$ cat src/rtl/fetch_unit.sv
// Instruction fetch stage: owns the PC, keeps at most one bus read outstanding,
// and hands {instr, pc} to decode over a valid/ready handshake.
module fetch_unit #(
    parameter logic [31:0] RESET_PC = 32'hbfc0_0000
) (
    input  logic        clk,
    input  logic        reset,
    output logic        ireq_valid,
    output logic [31:0] ireq_addr,
    input  logic        iresp_addr_ok,
    input  logic        iresp_data_ok,
    input  logic [31:0] iresp_data,
    input  logic        redirect_valid,
    input  logic [31:0] redirect_pc,
    output logic        out_valid,
    input  logic        out_ready,
    output logic [31:0] out_instr,
    output logic [31:0] out_pc
);

    localparam int unsigned XLEN = 32;

    typedef enum logic [1:0] {
        S_BOOT,
        S_REQ,
        S_WAIT,
        S_HOLD
    } state_t;

    state_t            state, state_nxt;
    logic [XLEN-1:0]   pc, pc_nxt;
    logic              pend_valid, pend_valid_nxt;
    logic [XLEN-1:0]   pend_pc, pend_pc_nxt;
    logic              discard, discard_nxt;
    logic [XLEN-1:0]   instr_nxt;
    logic [XLEN-1:0]   opc_nxt;
    logic [XLEN-1:0]   redir_target;
    logic [XLEN-1:0]   pc_inc;

    assign redir_target = redirect_pc & ~XLEN'(3);
    assign pc_inc       = pc + XLEN'(4);

    // Moore outputs decoded from the state and PC registers
    assign ireq_valid = (state == S_REQ);
    assign ireq_addr  = pc;
    assign out_valid  = (state == S_HOLD);

    always_ff @(posedge clk or posedge reset) begin
        if (reset) begin
            state      <= S_BOOT;
            pc         <= RESET_PC;
            pend_valid <= 1'b0;
            pend_pc    <= '0;
            discard    <= 1'b0;
            out_instr  <= '0;
            out_pc     <= '0;
        end else begin
            state      <= state_nxt;
            pc         <= pc_nxt;
            pend_valid <= pend_valid_nxt;
            pend_pc    <= pend_pc_nxt;
            discard    <= discard_nxt;
            out_instr  <= instr_nxt;
            out_pc     <= opc_nxt;
        end
    end

    always_comb begin
        state_nxt      = state;
        pc_nxt         = pc;
        pend_valid_nxt = pend_valid;
        pend_pc_nxt    = pend_pc;
        discard_nxt    = discard;
        instr_nxt      = out_instr;
        opc_nxt        = out_pc;

        case (state)
            S_BOOT: begin
                state_nxt = S_REQ;
                if (redirect_valid) pc_nxt = redir_target;
            end

            // REQ with addr_ok behaves like WAIT in the same cycle
            S_REQ, S_WAIT: begin
                if (state == S_REQ && !iresp_addr_ok) begin
                    // address must stay put until accepted; remember the redirect
                    if (redirect_valid) begin
                        pend_valid_nxt = 1'b1;
                        pend_pc_nxt    = redir_target;
                        discard_nxt    = 1'b1;
                    end
                end else if (iresp_data_ok) begin
                    if (redirect_valid) begin
                        state_nxt      = S_REQ;
                        pc_nxt         = redir_target;
                        pend_valid_nxt = 1'b0;
                        discard_nxt    = 1'b0;
                    end else if (discard) begin
                        state_nxt      = S_REQ;
                        pc_nxt         = pend_pc;
                        pend_valid_nxt = 1'b0;
                        discard_nxt    = 1'b0;
                    end else begin
                        state_nxt = S_HOLD;
                        instr_nxt = iresp_data;
                        opc_nxt   = pc;
                    end
                end else begin
                    state_nxt = S_WAIT;
                    if (redirect_valid) begin
                        pend_valid_nxt = 1'b1;
                        pend_pc_nxt    = redir_target;
                        discard_nxt    = 1'b1;
                    end
                end
            end

            S_HOLD: begin
                if (redirect_valid) begin
                    state_nxt      = S_REQ;
                    pc_nxt         = redir_target;
                    pend_valid_nxt = 1'b0;
                end else if (out_ready) begin
                    state_nxt      = S_REQ;
                    pc_nxt         = pend_valid ? pend_pc : pc_inc;
                    pend_valid_nxt = 1'b0;
                end
            end

            default: state_nxt = S_BOOT;
        endcase
    end

endmodule

$ cat config.mk
export PLATFORM = sky130hd
export DESIGN_NAME = fetch_unit
export DESIGN_NICKNAME = d
export VERILOG_FILES = /design/src/rtl/fetch_unit.sv
export SDC_FILE = /design/constraint.sdc
export NUM_CORES = 1
export LEC_CHECK = 0
export BUFFER_PORTS_ARGS = -buffer_cell sky130_fd_sc_hd__buf_4
export CAP_MARGIN = 20
export CORE_MARGIN = 4
export CORE_UTILIZATION = 48
export DETAILED_ROUTE_END_ITERATION = 16
export GPL_TIMING_DRIVEN = 0
export HOLD_SLACK_MARGIN = 0.05
export PLACE_DENSITY_LB_ADDON = 0.05
export SYNTH_ARGS = -nofsm -noshare
export SYNTH_HDL_FRONTEND = slang
export SYNTH_SLANG_ARGS = --single-unit
$ cat constraint.sdc
create_clock -name clk -period 3.46 [get_ports clk]
set_input_delay 0.173 -clock clk [delete_from_list [all_inputs] [get_ports clk]]
set_output_delay 0.173 -clock clk [all_outputs]
set_load 0.02 [all_outputs]
==> out/qor.txt <==
placed cell area - 8050 µm²
FP Rows - 42
GR Overflow Total - 0
YS warnings - 0
Tcrit/Tclk final - 0.841
#FFs+latches synth - 132
crit path launch - state[0]
most common cell in the netlist - dfrtp_1
largest net degree at the start of global routing - 39
Final ANT Viol Nets - 0
Synth top area share - 0.472
FILL cells - 1041
Final Slew Violations - 0
arrival time worst endpoint - 3.21 ns
Hold/Removal Path Class - input pin to flop
PortBufs - 165
Synth area leaders - dfrtp_1, mux2_2, o21ai_0
first-pass GRT wire length - 34.1 mm
worst slack, placed - 0.599 ns
# diodes - 0
Worst slew margin - 0.410
Worst Clk Skew - 0.00633 ns
synthesis-to-finish area growth - 41.4%
Setup TNS - 0 ns
final wirelength - 21.1 mm
Util after Layout - 0.696
CTS sink cnt - 132
drt via density - 5.84
syn nets - 679
DR DRC count - 0
r2r setup slk - 0.55 ns
starting DRC count in detailed routing - 555
pwr/cell area - 1020 nW/µm²
WS Path Type - flop to flop
DP Wirelength - 14.3 mm
io pins - 168
CTS tree - built
share of the yosys chip area belonging to registers - 0.509
Clk pin slew, worst setup/hold paths - 0.06 ns
CTS Hold Buffers Added - 62
Leak - 4.12 nW
share of cells above drive strength 1 - 0.368
slew of the pin with the lowest slew margin - 0.883 ns
clk buf depth - 2
Routability Congestion - 0.911
post-cts sizing count - 0
Synth Flop Type - dfrtp_1
Final Instance Area - 9210 µm²
Die Span Y - 125 µm
worst vdd ir - 0.575 mV
final hold slack - 0.113 ns
Cell Area, Synth - 6510 µm²
Starting Density - 0.492
gr usage total - 0.275
Die ar. - 15500 µm²
worst flop-to-flop path endpoint - out_pc[22]
initial antenna violation count - 0
maxcap violations - 0
crit path max fanout - 10
status - finished clean
Core Region - 13200 µm²
Root Driver - clkbuf_16
1st-pass router iterations - 5
number of cells on the worst hold path - 4
CP startpoint kind - flop
via count - 6095
Die W - 125 µm
Worst-Skew Late Latency - 0.41 ns
Mean Syn Cell Area - 10.8 µm²
cell count after synthesis - 604
Final Setup Violations - 0
WP data required - 3.76 ns
most common library cells after synthesis - dfrtp_1, mux2_2, o21ai_0
Worst R2R Start - state[0]
Num CTS Buffers - 17
endpoints failing hold - 0
asr flop ratio synth - 1.00
Critical Path End Type - flop
htree depth - 4
nets@finish - 929
unrepaired setup endpoints after global routing - false
Post-CTS Setup Repair Bufs - 0
Yosys cell types - 61
end of the critical path - out_pc[22]
vias in the first global route - 6198
Synth area leader - dfrtp_1
Post-synth EDFFs - 0
R2R cell count - 7
fmax - 344 MHz
setup ws final - 0.551 ns
wire per inst - 20.2 µm
min Tclk post-route - 2.91 ns
-- cell usage in the layout, fill, tap and decap left out, drive strengths merged, types with 3 or more instances in the layout --
cell / Yosys / final
buf: 14 / 183
dfrtp: 123 / 123
mux2: 90 / 90
dlygate4sd3: 0 / 62
o21ai: 55 / 55
clkbuf: 25 / 51
nand2: 43 / 43
nor2: 43 / 43
a21oi: 35 / 35
a31oi: 14 / 14
nand3: 13 / 13
nor3: 13 / 13
inv: 13 / 12
xor2: 9 / 9
dfstp: 9 / 9
and3: 8 / 8
nand4: 8 / 8
o221ai: 7 / 7
nand3b: 6 / 6
xnor2: 6 / 6
a211oi: 5 / 5
ha: 5 / 5
nand2b: 4 / 4
a311oi: 4 / 4
a22o: 4 / 4
clkinv: 0 / 4
nor2b: 3 / 3
a211o: 3 / 3
o211ai: 3 / 3
o31a: 3 / 3
o31ai: 3 / 3
a222oi: 3 / 3
or2: 3 / 3
-- power breakdown --
part	leakage, nW	switching [mW]	internal [mW]
sequential	1.59	0.671	2.34
clock	0.268	0.644	1.04
combinational	2.26	2.66	2.00
total	4.12	3.98	5.38
-- sequential cells by signal, summed over array words and instances, names as in the netlist --
| register | cells |
|---|---|
| ireq_addr | 32 |
| out_instr | 32 |
| out_pc | 32 |
| pend_pc | 32 |
| state | 2 |
| discard | 1 |
| pend_valid | 1 |
-- layer usage --
metal | part of all wire | global-route usage
met5 | 0 | 0
met2 | 0.47 | 0.434
met3 | 0.087 | 0.0596
met4 | 0.028 | 0.106
met1 | 0.42 | 0.374
-- worst min path at each step --
stage	startpoint	end	slack, ns
2_1_floorplan	redirect_pc[20]	pend_pc[20]	0.29
3_3_place_gp	iresp_data[29]	out_instr[29]	0.41
3_5_place_dp	reset	out_instr[13]	0.39
4_1_cts	out_ready	pend_valid	0.1
5_1_grt	out_ready	state[1]	0.16
6_report	out_ready	pend_valid	0.11
-- cell families after synthesis --
kind of cell | synth area share
buffers and inverters | 0.0328
adder cells (fa/ha/maj) | 0.00960
XOR/XNOR | 0.0202
AND/OR/NAND/NOR | 0.116
multiplexers | 0.156
AO/OA/AOI/OAI | 0.157
flip-flops | 0.509
-- cell type report --
| class | count | area (µm²) | area share |
|---|---|---|---|
| clock buffers | 26 | 489 | 0.0531 |
| clock inverters | 6 | 57.6 | 0.00625 |
| well taps | 176 | 220 | 0.0239 |
| repair buffers | 231 | 1930 | 0.209 |
| inverters | 13 | 52.6 | 0.00570 |
| plain buffers | 39 | 165 | 0.0179 |
| multi-input cells | 420 | 2990 | 0.324 |
| flip-flops and latches | 132 | 3310 | 0.360 |
-- worst max-delay path, stage by stage, from the launching register on --
cell,delay (ns)
dfrtp_1,0.39
inv_1,0.08
ha_1,0.32
clkbuf_1,0.27
nand3_1,0.29
clkbuf_1,0.63
buf_2,0.43
mux2_2,0.38
-- stage by stage --
stage | total power [mW] | instances
2_1_floorplan | 5.70 | 604
3_3_place_gp | 7.42 | 945
3_5_place_dp | 7.55 | 949
4_1_cts | 9.32 | 1043
5_1_grt | 9.89 | 1043
6_report | 9.36 | 1043
No activity file was read; power rests on OpenSTA's default activity.
